### src/rtl/multicycle_adder.sv
// multicycle_adder
//   Adds or subtracts two WIDTH-bit operands SLICE bits per clock, using a
//   registered carry between slices. An operation takes N = WIDTH/SLICE
//   RUN cycles, followed by a single DONE cycle.
//
//   Ports
//     clk    rising-edge clock
//     rst    synchronous active-high reset
//     start  begin an operation (only sampled while ready=1)
//     sub    0 = add, 1 = subtract (captured with start)
//     a, b   operands (captured with start)
//     cin    carry-in for add, borrow-in for sub (captured with start)
//     ready  high only in IDLE
//     done   one-cycle pulse when the result is complete
//     sum    registered result
//     cout   raw carry out of the MSB (for sub, 1 = no borrow)
//     ovf    two's-complement signed overflow
module multicycle_adder #(
    parameter int WIDTH = 16,
    parameter int SLICE = 4
) (
    input  logic             clk,
    input  logic             rst,
    input  logic             start,
    input  logic             sub,
    input  logic [WIDTH-1:0] a,
    input  logic [WIDTH-1:0] b,
    input  logic             cin,
    output logic             ready,
    output logic             done,
    output logic [WIDTH-1:0] sum,
    output logic             cout,
    output logic             ovf
);

    localparam int N  = WIDTH / SLICE;
    localparam int KW = (N > 1) ? $clog2(N) : 1;

    localparam logic [1:0] S_IDLE = 2'd0;
    localparam logic [1:0] S_RUN  = 2'd1;
    localparam logic [1:0] S_DONE = 2'd2;

    logic [1:0]       state;
    logic [KW-1:0]    k;
    logic             carry;
    // Operands shift right by one slice per RUN cycle, so the slice being
    // processed is always in the low SLICE bits.
    logic [WIDTH-1:0] op_a;
    logic [WIDTH-1:0] op_b;
    // Operand sign bits are kept aside because the shifting destroys them
    // before the overflow decision on the last slice.
    logic             a_msb;
    logic             b_msb;
    logic [SLICE:0]   slice_sum;
    logic             last;

    always_comb begin
        slice_sum = {1'b0, op_a[SLICE-1:0]} + {1'b0, op_b[SLICE-1:0]}
                  + {{SLICE{1'b0}}, carry};
        last      = (k == KW'(N - 1));
    end

    assign ready = (state == S_IDLE);
    assign done  = (state == S_DONE);

    always_ff @(posedge clk) begin
        if (rst) begin
            state <= S_IDLE;
            k     <= '0;
            carry <= 1'b0;
            op_a  <= '0;
            op_b  <= '0;
            a_msb <= 1'b0;
            b_msb <= 1'b0;
            sum   <= '0;
            cout  <= 1'b0;
            ovf   <= 1'b0;
        end else begin
            case (state)
                S_IDLE: begin
                    if (start) begin
                        // Subtraction is a + ~b + ~cin; inverting at capture
                        // turns RUN into a plain adder for both operations.
                        op_a  <= a;
                        op_b  <= sub ? ~b : b;
                        carry <= sub ? ~cin : cin;
                        a_msb <= a[WIDTH-1];
                        b_msb <= sub ? ~b[WIDTH-1] : b[WIDTH-1];
                        k     <= '0;
                        state <= S_RUN;
                    end
                end
                S_RUN: begin
                    op_a  <= op_a >> SLICE;
                    op_b  <= op_b >> SLICE;
                    carry <= slice_sum[SLICE];
                    k     <= k + KW'(1);
                    for (int i = 0; i < N; i++) begin
                        if (k == KW'(i))
                            sum[i*SLICE +: SLICE] <= slice_sum[SLICE-1:0];
                    end
                    if (last) begin
                        cout  <= slice_sum[SLICE];
                        ovf   <= (a_msb == b_msb) && (slice_sum[SLICE-1] != a_msb);
                        state <= S_DONE;
                    end
                end
                S_DONE:  state <= S_IDLE;
                default: state <= S_IDLE;
            endcase
        end
    end

endmodule

### config.mk
export PLATFORM = sky130hd
export DESIGN_NAME = multicycle_adder
export DESIGN_NICKNAME = d
export VERILOG_FILES = /design/src/rtl/multicycle_adder.sv
export SDC_FILE = /design/constraint.sdc
export NUM_CORES = 1
export LEC_CHECK = 0
export CELL_PAD_IN_SITES_DETAIL_PLACEMENT = 0
export CELL_PAD_IN_SITES_GLOBAL_PLACEMENT = 1
export CORE_MARGIN = 2
export CORE_UTILIZATION = 42
export CTS_BUF_LIST = sky130_fd_sc_hd__clkbuf_4
export DETAILED_ROUTE_END_ITERATION = 12
export PLACE_DENSITY_LB_ADDON = 0.3
export SLEW_MARGIN = 10
export SYNTH_ARGS = -nofsm -noshare
export SYNTH_HDL_FRONTEND = slang
export SYNTH_SLANG_ARGS = --single-unit
### constraint.sdc
create_clock -name clk -period 3.1 [get_ports clk]
set_clock_uncertainty 0.1 [all_clocks]
set_input_delay 0.62 -clock clk [delete_from_list [all_inputs] [get_ports clk]]
set_output_delay 0.62 -clock clk [all_outputs]
set_load 0.01 [all_outputs]
== Word-level counts from Yosys, hierarchy flattened ==
Cells that the tools add are included.
Widths: inputs -> output; s select.
Storage, ports and cells
  input bits: 37
  register bits after elaboration: 57
Cells by class
  reductions and logical operators: 11
  $add $sub $neg: 3
  equal/unequal tests: 9
  bitwise gates (word level): 3
  muxes and demuxes: 14
Operators by type and width (number)
  $pmux 16 s2: 2
  $mux 16: 3
  $not 16->16: 1
  $reduce_and 2->1: 7
  $pmux 2 s2: 2
  $eq 2x2->1 const B: 3
  $mux 2: 3
  $add 4x4->5: 1
  $add 5x1->5: 1
  $eq 2x1->1 const B: 2
  $logic_not 2->1: 2
  $ne 2x2->1 const B: 2
  $mux 1: 3
  $add 2x1->2 const B: 1
  $not 1->1: 2
  $pmux 1 s2: 1
  $reduce_bool 2->1: 1
  $eq 1x1->1: 1
  $logic_and 1x1->1: 1
  $ne 1x1->1: 1

== Longest topological paths before layout ==
Gate-level depths: netlist of the first run.
  word-level depth: 4
  gate-level depth with buffers: 7

== Worst setup path after synthesis of the first run ==
OpenSTA, ideal clock, no wires.
  kind: register to register
  start: register carry
  end: register ovf
  arrival: 1614 ps
  path buffers: 0
  required time: 2909 ps
  setup time: 91 ps
  slack: 1295 ps
  clock period less this slack: 1805 ps
  stages on the path, launching flop included: 6
  cells stage by stage: dfxtp_1 > fa_1 > nand3_1 > a21boi_1 > or4_1 > a311oi_1
On the way
  longest elaborated chain between the ends: 3
RTL lines
  start, declared: line 45  | logic carry;
  start signal, assigned: line 86  | carry <= sub ? ~cin : cin;
  start signal, assigned: line 96  | carry <= slice_sum[SLICE];
  $add 5x1->5: line 59  | + {{SLICE{1'b0}}, carry};
  $ne 1x1->1: line 104  | ovf <= (a_msb == b_msb) && (slice_sum[SLICE-1] != a_msb);
  $logic_and 1x1->1: line 104
  end signal, assigned: line 104
  end, declared: line 33  | output logic ovf
Every way passes these cells.
A chain may end at the register's enable or synchronous reset.

== Worst setup path in the final report of the first run ==
  start: register state[1]
  end: output port done
On the way
  longest elaborated chain between the ends: 1
RTL lines
  start, declared: line 43  | logic [1:0] state;
  start signal, assigned: line 68  | state <= S_IDLE;
  start signal, assigned: line 90  | state <= S_RUN;
  start signal, assigned: line 105  | state <= S_DONE;
  $eq 2x2->1: line 64  | assign done = (state == S_DONE);
  end, declared: line 30  | output logic done,
Every way passes these cells.

==> results of run 1 <==
per-stage QoR:
step           total power [W]   util  setup slack, ns  hold WS (ns)
2_1_floorplan          0.00102      -             1.29         0.337
3_3_place_gp           0.00113  0.536            0.750         0.343
3_5_place_dp           0.00113  0.536            0.699         0.346
4_1_cts                0.00155  0.553            0.547         0.361
5_1_grt                0.00162  0.553            0.502         0.377
6_report               0.00153  0.553            0.596         0.358
worst register-to-register path, delay by kind of cell (launching register included):
kind / cells / cell delay (ns)
flops: 1 / 0.48
compound gates: 1 / 0.13
simple gates: 3 / 1.25
power by group through the flow:
stage               Sequential (W)  Clock (W)  Combinational [W]
floorplan                 0.000821          0           0.000204
global placement          0.000829          0           0.000297
detailed placement        0.000829          0           0.000304
CTS                       0.000812   0.000434           0.000304
global route              0.000818   0.000465           0.000339
finish                    0.000812   0.000420           0.000300
layer usage:
metal | wire length, um | vias to the layer above
li1 | - | 1195
met1 | 2600 | 1045
met2 | 2830 | 54
met3 | 256 | 2
met4 | 27 | 0
met5 | 0 | -
worst max path at each step:
stage / endpoint / slack (ns) / cells past startpoint
4_1_cts: done / 0.55 / 2
2_1_floorplan: ovf$_SDFFE_PP0P_ / 1.29 / 5
6_report: done / 0.60 / 2
3_3_place_gp: op_b[1]$_SDFFE_PP0P_ / 0.75 / 5
5_1_grt: done / 0.50 / 2
3_5_place_dp: op_a[0]$_SDFFE_PP0P_ / 0.70 / 5
cell type report:
cell class,instances,area share
multi-input combinational,234,0.413
sequential,57,0.342
timing repair buffer,62,0.180
tap,75,0.0282
clock buffer,10,0.0225
clock inverter,6,0.00751
inverter,5,0.00563
layout by cell type, fill, tap and decap left out, types with 4 or more instances in the layout:
cell type / synthesis / routed
clkbuf_4: 0 / 10
xor2_1: 17 / 17
nand3_1: 15 / 15
a311oi_1: 16 / 16
buf_4: 2 / 6
nor2b_1: 4 / 4
nand2_1: 64 / 64
ha_1: 7 / 7
a21oi_1: 40 / 40
clkinv_1: 0 / 4
or2_2: 11 / 11
a22oi_1: 13 / 13
or3_1: 4 / 4
inv_1: 5 / 5
dfxtp_1: 57 / 57
nor2_1: 22 / 22
clkdlybuf4s50_1: 0 / 55
registers in the layout, summed over array words and instances (netlist names):
name   count
a_msb      1
b_msb      1
cout       1
state      2
sum       16
carry      1
op_a      16
k          2
ovf        1
op_b      16
cell families (layout without fill, tap and decap cells):
family                     Yosys count  in the layout  synth area share
adders and majority gates            9              9            0.0480
xor gates and xnor gates            18             18            0.0593
DFF                                 57             57             0.430
AOI/OAI and AO/OA                   75             75             0.180
buffers and inverters               28             83            0.0518
and+or+nand+nor                    132            132             0.231
==> summary.txt, run 1 <==
Run status
  • Status: finished, final reports clean

Detailed routing
  • Pre-antenna DRT Iters: 6
  • Routed len/inst: between 10 and 15 um
  • Post-route DRC: 0
  • DR vias: ~2300
  • Routed wire length: between 5000 and 6000 um
  • Vias/cell: around 5
  • Final ANT Viol Nets: 0
  • 1st-iter DRT viols: 130

Worst hold path
  • Hold Path End: sum[2]$_SDFFE_PP0P_
  • Worst hold stages: 2
  • Hold Crit Start: sum[2]$_SDFFE_PP0P_
  • Hold Crit Class: flip-flop to flip-flop

Clock tree
  • Post-CTS Hold Fix Bufs: 0
  • Worst-skew pair later-pin latency: just under 0.4 ns
  • CTS sink cnt: between 50 and 60
  • Root Driver: clkbuf_4
  • Post-CTS sizing: 0
  • Cts bufs inserted: 9
  • H-Tree Depth: 3
  • Setup repair bufs after CTS: 0
  • Worst-path clk slew: about 0.090 ns
  • Deepest clock path buffer count: 2
  • TritonCTS clock tree: yes

STA
  • Setup TNS: 0 ns
  • # setup viols final: 0
  • Max Fclk: around 400 MHz
  • RSZ-0062 raised after global routing: false
  • Hold Vio Cnt, Final: 0
  • Final Cycle Share: 0.808
  • Slew of the pin with the lowest slew margin: roughly 0.66 ns
  • Final Max Slew Viols: 0
  • Slew margin rel.: 0.557
  • Final Critical Period: around 2.5 ns

Floorplan
  • Site Rows: 28
  • Die Area: between 6000 and 7000 um2
  • Die Y: between 80 and 90 um
  • Top-level port count: between 50 and 60
  • Starting Density: 0.441
  • DIE WIDTH: between 80 and 90 um
  • CORE AREA: 6030 um2

Layout
  • Final Cell Area: around 3300 um2
  • Multi-input logic area: 1380 um2
  • Fillcell total: between 600 and 700
  • Post-Layout Cell Count: about 450
  • Nets@finish: 415
  • FF+latch area: about 1100 um2
  • Area grow syn2layout: 25.4%
  • Diode count: 0
  • Fraction of layout cells with a size suffix above 1: 0.0936

Power and ir drop
  • Int Power: ~0.0011 W
  • Sw Share: 0.292
  • Leakage Power: between 1 and 1.5 nW
  • Sw Pwr: between 0.0004 and 0.0005 W
  • Seq pwr share: 0.530
  • PD cells: 460 nW/um2
  • Comb power frac: 0.196
  • Maximum vdd drop: around 0.00024 V
  • Clk pwr share: 0.274

Synthesis
  • Post-Syn Area per Cell: 8.33 um2
  • Post-synth top flop: dfxtp_1
  • Synth Warn #: 0
  • Post-synthesis register bit count: between 50 and 60
  • Register area share after synthesis: 0.430
  • Most common cell in the netlist: nand2_1
  • Cell Area, Synth: 2660 um2
  • Async SR Flop Fraction: 0
  • Synth top area share: 0.430
  • Syn_nets: 365
  • Post-synth EDFFs: 0
  • Top post-synthesis cells by count: 64 x nand2_1, 57 x dfxtp_1, 40 x a21oi_1
  • Synthesized instance count: 319
  • Area leader, netlist: dfxtp_1
  • Distinct cell type count after synthesis: 37
  • Area contributors post-synth: dfxtp_1 43%, nand2_1 9.0%, a21oi_1 7.5%

Placement
  • DP Wirelength: 4040 um
  • Gpl congestion: approximately 0.77
  • Area of placed instances: 3230 um2
  • DP Cell Count: ~430
  • Port Buffers: between 50 and 60

Setup path
  • CP Class: flip-flop to output pin
  • Slowest cell on crit path: dfxtp_1
  • Critical path fanouts, max: 18
  • Worst R2R Setup Slack: 1.08 ns
  • Critical R2R Capture: sum[15]$_SDFFE_PP0P_
  • Worst Path Arrival: about 1.8 ns
  • Worst setup SP type: flip-flop
  • R2R depth: 4
  • Critical Path, Cell by Cell: nor2b_1 > clkdlybuf4s50_1
  • CP max stage delay: about 0.66 ns
  • Worst path bufs/invs: 1
  • Crit. End Element: output pin
  • Crit path from: state[1]$_SDFFE_PP0P_
  • Cell family with most CP delay: flip-flops
  • Req. time, crit path: 2.38 ns
  • Worst reg2reg startpoint: state[1]$_SDFFE_PP0P_

Global routing
  • Routing usage on met2: 0.298
  • Largest net degree at the start of global routing: 37
  • GRT overflow: 0
  • Vias in the first global route: 2153
  • Total global-route track usage: 0.175
  • Global route hottest layer: met2
  • Initial antenna violation count: 0
  • First-pass GRT wire length: around 9900 um
  • Met1 Use GR: 0.213
  • Met3 Use GR: 0.0613

Job
  • MaxCap Viol Count: 0
No activity file was read; power rests on OpenSTA's default activity.
==> run 2: changes to the inputs <==
--- a/config.mk
+++ b/config.mk
@@ -8,7 +8,7 @@
 export CELL_PAD_IN_SITES_DETAIL_PLACEMENT = 0
 export CELL_PAD_IN_SITES_GLOBAL_PLACEMENT = 1
 export CORE_MARGIN = 2
-export CORE_UTILIZATION = 42
+export CORE_UTILIZATION = 35
 export CTS_BUF_LIST = sky130_fd_sc_hd__clkbuf_4
 export DETAILED_ROUTE_END_ITERATION = 12
 export PLACE_DENSITY_LB_ADDON = 0.3
==> constraint.sdc (replaced) <==
create_clock -name clk -period 2.23 [get_ports clk]
set_clock_uncertainty 0.1 [all_clocks]
set_input_delay 0.446 -clock clk [delete_from_list [all_inputs] [get_ports clk]]
set_output_delay 0.446 -clock clk [all_outputs]
set_load 0.01 [all_outputs]
==> run 2 against run 1 <==
  * Final cell count up 6.5%
  * Critical path depth unchanged
  * Clock power up 73%
  * Clock-buffer cell count unchanged
  * Die area up 19%
  * Sequential share of layout area down 1.2 points
  * Design area up 3.9%
==> summary.txt, run 2 (synthesis results as in run 1) <==
Layout
  • Commonest non-fill, non-tap cell in the layout: nand2_1
  • Area grow syn2layout: 30.3%
  • Most frequent cells in the layout: 64 x nand2_1, 55 x dfxtp_1, 55 x clkdlybuf4s50_1, 40 x a21oi_1, 22 x nor2_1
  • Nets@finish: 420 (+1.2%)
  • Util after Layout: 0.475 (-0.0783)
  • Multi-input logic area: 1380 um2 (unchanged)
  • Diode count: 0 (unchanged)
  • Fillcell total: 774 (+26%)
  • FF+latch area: 1140 um2 (+0.22%)
  • Fraction of layout cells with a size suffix above 1: 0.119 (+0.0252)
  • Largest registers: op_a x16, op_b x16, sum x16
  • Final Cell Area: 3460 um2 (+3.9%)

Placement
  • Area of placed instances: 3320 um2 (+2.9%)
  • Port Buffers: 56 (unchanged)
  • Gpl congestion: 0.779 (+0.92%)
  • DP Wirelength: 4270 um (+5.7%)
  • Worst slack, placed: 0.120 ns (-0.579 ns)

Detailed routing
  • Routed wire length: 5910 um (+3.4%)
  • Routed len/inst: 12.4 um (-2.9%)
  • Final ANT Viol Nets: 0 (unchanged)
  • Post-route DRC: 0 (unchanged)
  • DR vias: 2291 (-0.22%)
  • Pre-antenna DRT Iters: 4 (-2)
  • Vias/cell: 4.79 (-6.3%)
  • 1st-iter DRT viols: 85 (-35%)

Floorplan
  • Die Y: 91.1 um (+9.1%)
  • Die Area: 8300 um2 (+19%)
  • Top-level port count: 57 (unchanged)
  • Starting Density: 0.364 (-0.0765)
  • DIE WIDTH: 91.1 um (+9.1%)
  • Site Rows: 31 (+11%)
  • CORE AREA: 7290 um2 (+21%)

Clock tree
  • Worst-path clk slew: 0.09 ns (about the same)
  • Root Driver: clkbuf_4
  • TritonCTS clock tree: yes
  • Deepest clock path buffer count: 2 (unchanged)
  • Setup repair bufs after CTS: 0 (unchanged)
  • Worst-skew pair later-pin latency: 0.39 ns (about the same)
  • CTS sink cnt: 57 (unchanged)
  • Post-CTS Hold Fix Bufs: 0 (unchanged)
  • Cts bufs inserted: 9 (unchanged)
  • H-Tree Depth: 3 (unchanged)

Setup path
  • Critical Path, Cell by Cell: nor2b_1 > clkdlybuf4s50_1
  • Crit. End Element: output pin
  • Worst R2R Setup Slack: 0.31 ns (-0.77 ns)
  • CP max stage delay: 0.54 ns (-0.12 ns)
  • Worst setup SP type: flip-flop
  • Critical path fanouts, max: 11 (-7)
  • Worst Path Arrival: 1.55 ns (-0.23 ns)
  • Req. time, crit path: 1.68 ns (-0.70 ns)
  • Slowest cell on crit path: clkdlybuf4s50_1
  • CP Class: flip-flop to output pin

Power and ir drop
  • Int Power: 0.00164 W (+51%)
  • Clk pwr share: 0.317 (+0.043)
  • PD cells: 661 nW/um2 (+44%)
  • Sw Pwr: 0.000645 W (+44%)
  • Maximum vdd drop: 0.000259 V (+9.4%)
  • Seq pwr share: 0.494 (-0.036)
  • Leakage Power: 1.27 nW (+3.6%)
  • Sw Share: 0.282 (-0.00970)
  • Comb power frac: 0.189 (-0.007)

Global routing
  • First-pass GRT wire length: 9950 um (+0.48%)
  • Total global-route track usage: 0.150 (-0.0253)
  • Vias in the first global route: 2133 (-0.93%)
  • GRT overflow: 0 (unchanged)
  • Largest net degree at the start of global routing: 36 (-2.7%)
  • Initial antenna violation count: 0 (unchanged)

STA
  • Hold Vio Cnt, Final: 0 (unchanged)
  • Final Cycle Share: 0.939
  • Slew margin rel.: 0.689 (+0.132)
  • Final Max Slew Viols: 0 (unchanged)
  • Final worst slack: 0.136 ns (-0.460 ns)
  • RSZ-0062 raised after global routing: false
  • Final Critical Period: ~2.1 ns
  • Setup TNS: 0 ns (unchanged)
  • Max Fclk: around 480 MHz
  • Slew of the pin with the lowest slew margin: 0.464 ns (-0.201 ns)
  • # setup viols final: 0 (unchanged)

Run status
  • Status: finished, final reports clean

Job
  • MaxCap Viol Count: 0 (unchanged)

Worst hold path
  • Hold Crit Class: flip-flop to flip-flop
[run 2: worst paths after layout]
kind / startpoint / depth (start not counted) / end
setup reg to reg: op_a[0]$_SDFFE_PP0P_ / 6 / sum[6]$_SDFFE_PP0P_
hold reg to reg: sum[15]$_SDFFE_PP0P_ / 2 / sum[15]$_SDFFE_PP0P_
setup / recovery: state[1]$_SDFFE_PP0P_ / 2 / done
hold / removal: sum[15]$_SDFFE_PP0P_ / 2 / sum[15]$_SDFFE_PP0P_
[run 2: critical path, delay by kind of cell (launching register included)]
kind	cells	cell delay, ns
AND/OR/NAND/NOR	1	0.17
buffers and inverters	1	0.54
flip-flops	1	0.45
[run 2: per-layer routing]
layer / vias to the layer above / global-route usage / wire length, um
met3: 8 / 0.0573 / 347
met4: 0 / 0.0467 / 76
li1: 1208 / - / -
met5: - / 0 / 0
met2: 61 / 0.241 / 2770
met1: 1014 / 0.187 / 2720
[run 2: final cells by class]
cell class / instances / area share
multi-input combinational: 234 / 0.398
timing repair buffer: 67 / 0.192
tap: 99 / 0.0358
sequential: 57 / 0.330
clock inverter: 6 / 0.0170
inverter: 5 / 0.00542
clock buffer: 10 / 0.0217
[run 2: repair_timing]
action	in CTS	in global routing
pin swaps	0	0
setup endpoints to repair	1	2
gates resized for setup	1	1
[run 2: power groups by stage]
stage,registers [W],logic (W),clock network (W)
global route,0.00114,0.000481,0.000801
floorplan,0.00114,0.000283,0
finish,0.00113,0.000432,0.000726
global placement,0.00115,0.000428,0
detailed placement,0.00115,0.000435,0
CTS,0.00113,0.000435,0.000747
[run 2: stage by stage]
step | power (W) | hold WS, ns | std cells
after floorplan | 0.00142 | 0.337 | 319
after CTS | 0.00231 | 0.355 | 478
after global placement | 0.00158 | 0.343 | 462
final | 0.00229 | 0.356 | 478
after global routing | 0.00242 | 0.371 | 478
after detailed placement | 0.00159 | 0.346 | 462
==> patch 1, RTL diff (flow settings as in run 2) <==
`SLICE`: 4 -> 8.
--- a/src/rtl/multicycle_adder.sv
+++ b/src/rtl/multicycle_adder.sv
@@ -17,7 +17,7 @@
 //     ovf    two's-complement signed overflow
 module multicycle_adder #(
     parameter int WIDTH = 16,
-    parameter int SLICE = 4
+    parameter int SLICE = 8
 ) (
     input  logic             clk,
     input  logic             rst,
Behaviour: not the same (a bounded check fails within 4 cycles, from zero or initial values and one cycle with rst high).
==> patch 1 against run 2 <==
The flow now finishes with violations (negative setup slack). Sequential share of layout area shrank 0.37 points. Setup slack got worse by 140 ps. Combinational power is 31% higher. Largest power group unchanged. Design area decreased by 0.76%. Synthesized area fell by 2.0%. Synthesized cell count is 0.94% lower. Sequential cell count down 1. Power shrank 7.5%. Routed wire length grew 2.3%.
==> patch 1: results (changes against run 2) <==
Logic synthesis
  – Mux share of post-synthesis cell area: 0.4325% (was 0%)
  – Distinct cell type count of the synthesized netlist: 38 (was 37)
  – Adder-Cell Fraction of Synth Area: 4.901% (was 4.805%)
  – Post-synth ARST share: 0% (unchanged)
  – Synth cell count leaders: dfxtp_1, nand2_1, nor2_1 (was nand2_1, dfxtp_1, a21oi_1)
  – Syn nets: 362 (was 365)
  – Cells taking the most area after synthesis: dfxtp_1, nand2_1, a21oi_1 (unchanged)
  – Seq/Total Area, Yosys: 43.06% (was 42.96%)
  – Xor-xnor portion of the synthesized cell area: 7.064% (was 5.935%)
  – Complex-gate fraction of the synthesized area: 19.56% (was 18.04%)

Status
  – Failing checks: negative setup slack
  – Status: finished, violations left (was finished clean)

Global route
  – Gr usage total: 14.91% (was 15.02%)
  – First-pass GRT wire length: 10.05 mm (was 9.949 mm)
  – Vias in the first global route: 2107 (was 2133)
  – Largest net degree at the start of global routing: 34 (was 36)

Worst setup path
  – Reg2reg start: op_b[0] (was op_a[0])
  – Reg2Reg Depth: 7 (was 6)
  – Reg2reg end: cout (was sum[6])
  – Crit-path max FO: 3 (was 11)
  – Arr. time, crit path: 2390 ps (was 1550 ps)

Power and ir drop
  – Worst vdd ir: 261.7 uV (was 258.6 uV)
  – Pleak: 1.284 nW (was 1.266 nW)

Routing
  – Initial drt markers: 118 (was 85)
  – Final WL: 6.044 mm (was 5.909 mm)

Cells and area
  – Final net count: 421 (was 420)
  – Fill cells: 750 (was 774)
  – Fraction of layout cells with a size suffix above 1: 9.574% (was 11.87%)

Clock network
  – # H-tree levels: 2 (was 3)
  – Clock Tree Buf Depth: 2 (unchanged)
  – Clock latency on the worst-skew pair: 370 ps (was 390 ps)
  – Clock slew at reported path FFs: 150 ps (was 90 ps)

STA
  – Fin Hold WS: 358.3 ps (was 356.1 ps)
  – # setup viols final: 2 (was 0)
  – Worst slew pin tran: 781.9 ps (was 463.7 ps)
  – Final WS setup: -7.025 ps (was 136.4 ps)

Worst hold path
  – Hold Path Sink: sum[4] (was sum[15])
  – Hold path start: sum[4] (was sum[15])

Placed design
  – GPL Wtd Cong: 0.8160 (was 0.7785)
  – HPWL Detailed: 4.524 mm (was 4.268 mm)
  – Placed inst area: 3329 um2 (was 3324 um2)
[patch 1: changes by cell type after synthesis, sizes merged, moves of 8 or more]
| cell | change |
|---|---|
| nand2 | -10 |
| nor2 | +14 |
| a221oi | +8 |
| a22oi | -13 |
| or2 | -11 |
| buf | -10 |
| xor2 | -8 |
| xnor2 | +11 |
[patch 1: power by group]
group	switching (mW)	total, mW	internal (mW)
combinational	0.287	0.564	0.277
sequential	0.0485	1.12	1.07
clock	0.297	0.430	0.133
[patch 1: cell families after synthesis]
| kind of cell | count (synthesis) |
|---|---|
| flops | 56 |
| buf+inv | 24 |
| xor+xnor | 21 |
| fa+ha+maj | 9 |
| compound gates | 77 |
| simple gates | 128 |
| mux | 1 |
[patch 1: stage by stage]
step                setup slack [ps]  util (%)  std cells  setup TNS [ps]  power (mW)
floorplan                      9.000         -        316               0       1.461
global placement              -13.96     46.15        464          -13.96       1.680
detailed placement            -59.64     46.15        464          -99.51       1.688
CTS                           -10.55     47.50        475          -13.12       2.130
global route                  -81.53     47.61        475          -284.8       2.249
finish                        -7.025     47.61        475          -12.46       2.116
[patch 1: worst max-delay path by stage]
| stage | from | endpoint | slack [ps] | cells past startpoint |
|---|---|---|---|---|
| after floorplan | carry | cout | 9 | 7 |
| after global placement | carry | cout | -10 | 7 |
| after detailed placement | carry | cout | -60 | 7 |
| after CTS | op_b[0] | cout | -10 | 7 |
| after global routing | op_b[0] | cout | -80 | 7 |
| final | op_b[0] | cout | -7 | 7 |
[patch 1: routing by layer]
layer / GRT usage [%] / part of all wire [%] / routed length, um
met3: 3.339 / 4.5 / 271
met5: 0 / 0 / 0
met1: 20.40 / 51 / 3057
met2: 24.06 / 44 / 2686
met4: 3.462 / 0.48 / 29
[patch 1: final cells by class]
cell class / count / area (um2) / area share, %
sequential: 56 / 1122 / 32.68
clock buffer: 6 / 45.04 / 1.311
clock inverter: 2 / 11.26 / 0.3279
multi-input combinational: 236 / 1413 / 41.13
timing repair buffer: 73 / 708.2 / 20.62
tap: 99 / 123.9 / 3.607
inverter: 3 / 11.26 / 0.3279
[patch 1: what timing repair did]
action	CTS	global route
cloned	0	0
buffers inserted	3	0
setup endpoints to repair	4	6
pin swaps	5	1
resized for setup	4	1
[patch 1: critical path, cell delays in order (launching register included)]
cell and delay, ps:
dfxtp_2 360, fa_2 420, fa_2 360, a21o_1 200, a21oi_2 160, o21ai_2 80
a2111oi_1 360, nor4_1 90
==> patch 2, RTL diff (config.mk and constraints of run 2) <==
Without the edit above. Register the output `ovf` once more, with the module's reset; this adds one clock of latency there. The other outputs are not delayed to match.
--- a/src/rtl/multicycle_adder.sv
+++ b/src/rtl/multicycle_adder.sv
@@ -40,6 +40,8 @@
     localparam logic [1:0] S_RUN  = 2'd1;
     localparam logic [1:0] S_DONE = 2'd2;
 
+    logic ovf_s0;
+
     logic [1:0]       state;
     logic [KW-1:0]    k;
     logic             carry;
@@ -74,7 +76,7 @@
             b_msb <= 1'b0;
             sum   <= '0;
             cout  <= 1'b0;
-            ovf   <= 1'b0;
+            ovf_s0 <= 1'b0;
         end else begin
             case (state)
                 S_IDLE: begin
@@ -101,7 +103,7 @@
                     end
                     if (last) begin
                         cout  <= slice_sum[SLICE];
-                        ovf   <= (a_msb == b_msb) && (slice_sum[SLICE-1] != a_msb);
+                        ovf_s0 <= (a_msb == b_msb) && (slice_sum[SLICE-1] != a_msb);
                         state <= S_DONE;
                     end
                 end
@@ -111,5 +113,13 @@
         end
     end
 
+    always_ff @(posedge clk) begin
+        if (rst) begin
+            ovf <= '0;
+        end else begin
+            ovf <= ovf_s0;
+        end
+    end
+
 endmodule
 
Check against the original RTL: not equivalent (a bounded check fails within 10 cycles, from zero or initial values and one cycle with rst high).
==> patch 2 against run 2 <==
Critical path depth unchanged. Worst hold slack lost 8.3 ps. Synthesized area rose by 0.99%. Routed wire length is 3.1% higher. Setup slack lost 52 ps. Design area grew 1.1%. Power is 2.0% higher. Sequential cell count rose by 1.
==> patch 2: results (changes against run 2) <==
Clock network
  – Clock Tree Buf Depth: 2 (unchanged)

Logic synthesis
  – Syn nets: 367 (was 365)
  – Cells taking the most area after synthesis: dfxtp_1, nand2_1, a21oi_1 (unchanged)
  – Seq/Total Area, Yosys: 43.28% (was 42.96%)
  – Synth area leader: dfxtp_1 (unchanged)
  – Synth cell count leaders: nand2_1, dfxtp_1, a21oi_1 (unchanged)

Cells and area
  – Final net count: 425 (was 420)
  – # diodes: 0 (unchanged)
  – Fraction of layout cells with a size suffix above 1: 12.50% (was 11.87%)
  – Fill cells: 759 (was 774)

Power and ir drop
  – Pwr dens: 667.2 nW/um2 (was 660.9 nW/um2)
  – Pleak: 1.289 nW (was 1.266 nW)
  – Worst vdd ir: 248.4 uV (was 258.6 uV)

Global route
  – Vias in the first global route: 2286 (was 2133)
  – Gr usage total: 15.97% (was 15.02%)
  – Largest net degree at the start of global routing: 26 (was 36)

Placed design
  – Placed inst area: 3361 um2 (was 3324 um2)
  – GPL Wtd Cong: 0.7786 (was 0.7785)
  – HPWL Detailed: 4.404 mm (was 4.268 mm)

Worst setup path
  – Crit-path max FO: 14 (was 11)
  – Reg2reg start: op_a[0] (unchanged)
  – Arr. time, crit path: 1600 ps (was 1550 ps)

Routing
  – WL/cell: 12.61 um (was 12.36 um)
  – Mean number of vias per cell: 4.828 (was 4.793)
  – Initial drt markers: 88 (was 85)

Status
  – Status: finished clean (unchanged)

Worst hold path
  – Hold path start: rst (was sum[15])

STA
  – Relative slew slack: 69.73% (was 68.86%)
-- patch 2: power breakdown --
group          total (mW)  switching [mW]  internal [mW]  leakage [nW]
clock               0.754           0.415          0.339        0.0721
sequential           1.15          0.0426           1.10         0.475
combinational       0.435           0.223          0.212         0.742
total                2.33           0.681           1.65          1.29
-- patch 2: final cells by class --
type / count / area share [%]
multi-input combinational: 235 / 39.56
sequential: 58 / 33.23
timing repair buffer: 70 / 19.24
tap: 99 / 3.541
clock inverter: 7 / 1.967
clock buffer: 9 / 1.931
inverter: 5 / 0.5365
-- patch 2: logic make-up after synthesis --
family          after synthesis  synth area share (%)
compound gates               75                 17.86
xor+xnor                     18                 5.877
flops                        58                 43.28
fa+ha+maj                     9                 4.757
simple gates                133                 23.09
buf+inv                      28                 5.131
-- patch 2: metrics by stage --
| step | instances | worst slack [ps] | hold slack, ps |
|---|---|---|---|
| after detailed placement | 467 | 137.2 | 345.6 |
| after CTS | 483 | 75.48 | 328.0 |
| after floorplan | 321 | 424.7 | 336.6 |
| final | 483 | 84.77 | 347.8 |
| after global routing | 483 | 7.113 | 343.3 |
| after global placement | 467 | 170.1 | 341.6 |
-- patch 2: routing by layer --
| layer | track usage [%] | part of all wire [%] | vias to the layer above | routed length [um] |
|---|---|---|---|---|
| li1 | - | - | 1219 | - |
| met1 | 19.84 | 46 | 1049 | 2822 |
| met2 | 25.74 | 47 | 52 | 2872 |
| met3 | 3.900 | 4.4 | 12 | 268 |
| met4 | 7.828 | 2.1 | 0 | 129 |
| met5 | 0 | 0 | - | 0 |
-- patch 2: path summary, 6_finish.rpt --
path              depth (start not counted)  slack [ps]       to
setup / recovery                          2          80     done
hold reg to reg                           2         360  sum[14]
setup reg to reg                          6         290   sum[6]
hold / removal                            2         350     k[0]
-- patch 2: what timing repair did --
action,CTS,global route
endpoints found under the setup margin,1,0
hold endpoints to repair,0,0
resized for setup,1,0
hold buffers,0,0
setup buffers,0,0
-- patch 2: worst max-delay path, stage by stage, from the launching register on --
cell	delay, ps
dfxtp_2	480
nor2b_1	170
clkdlybuf4s50_1	540
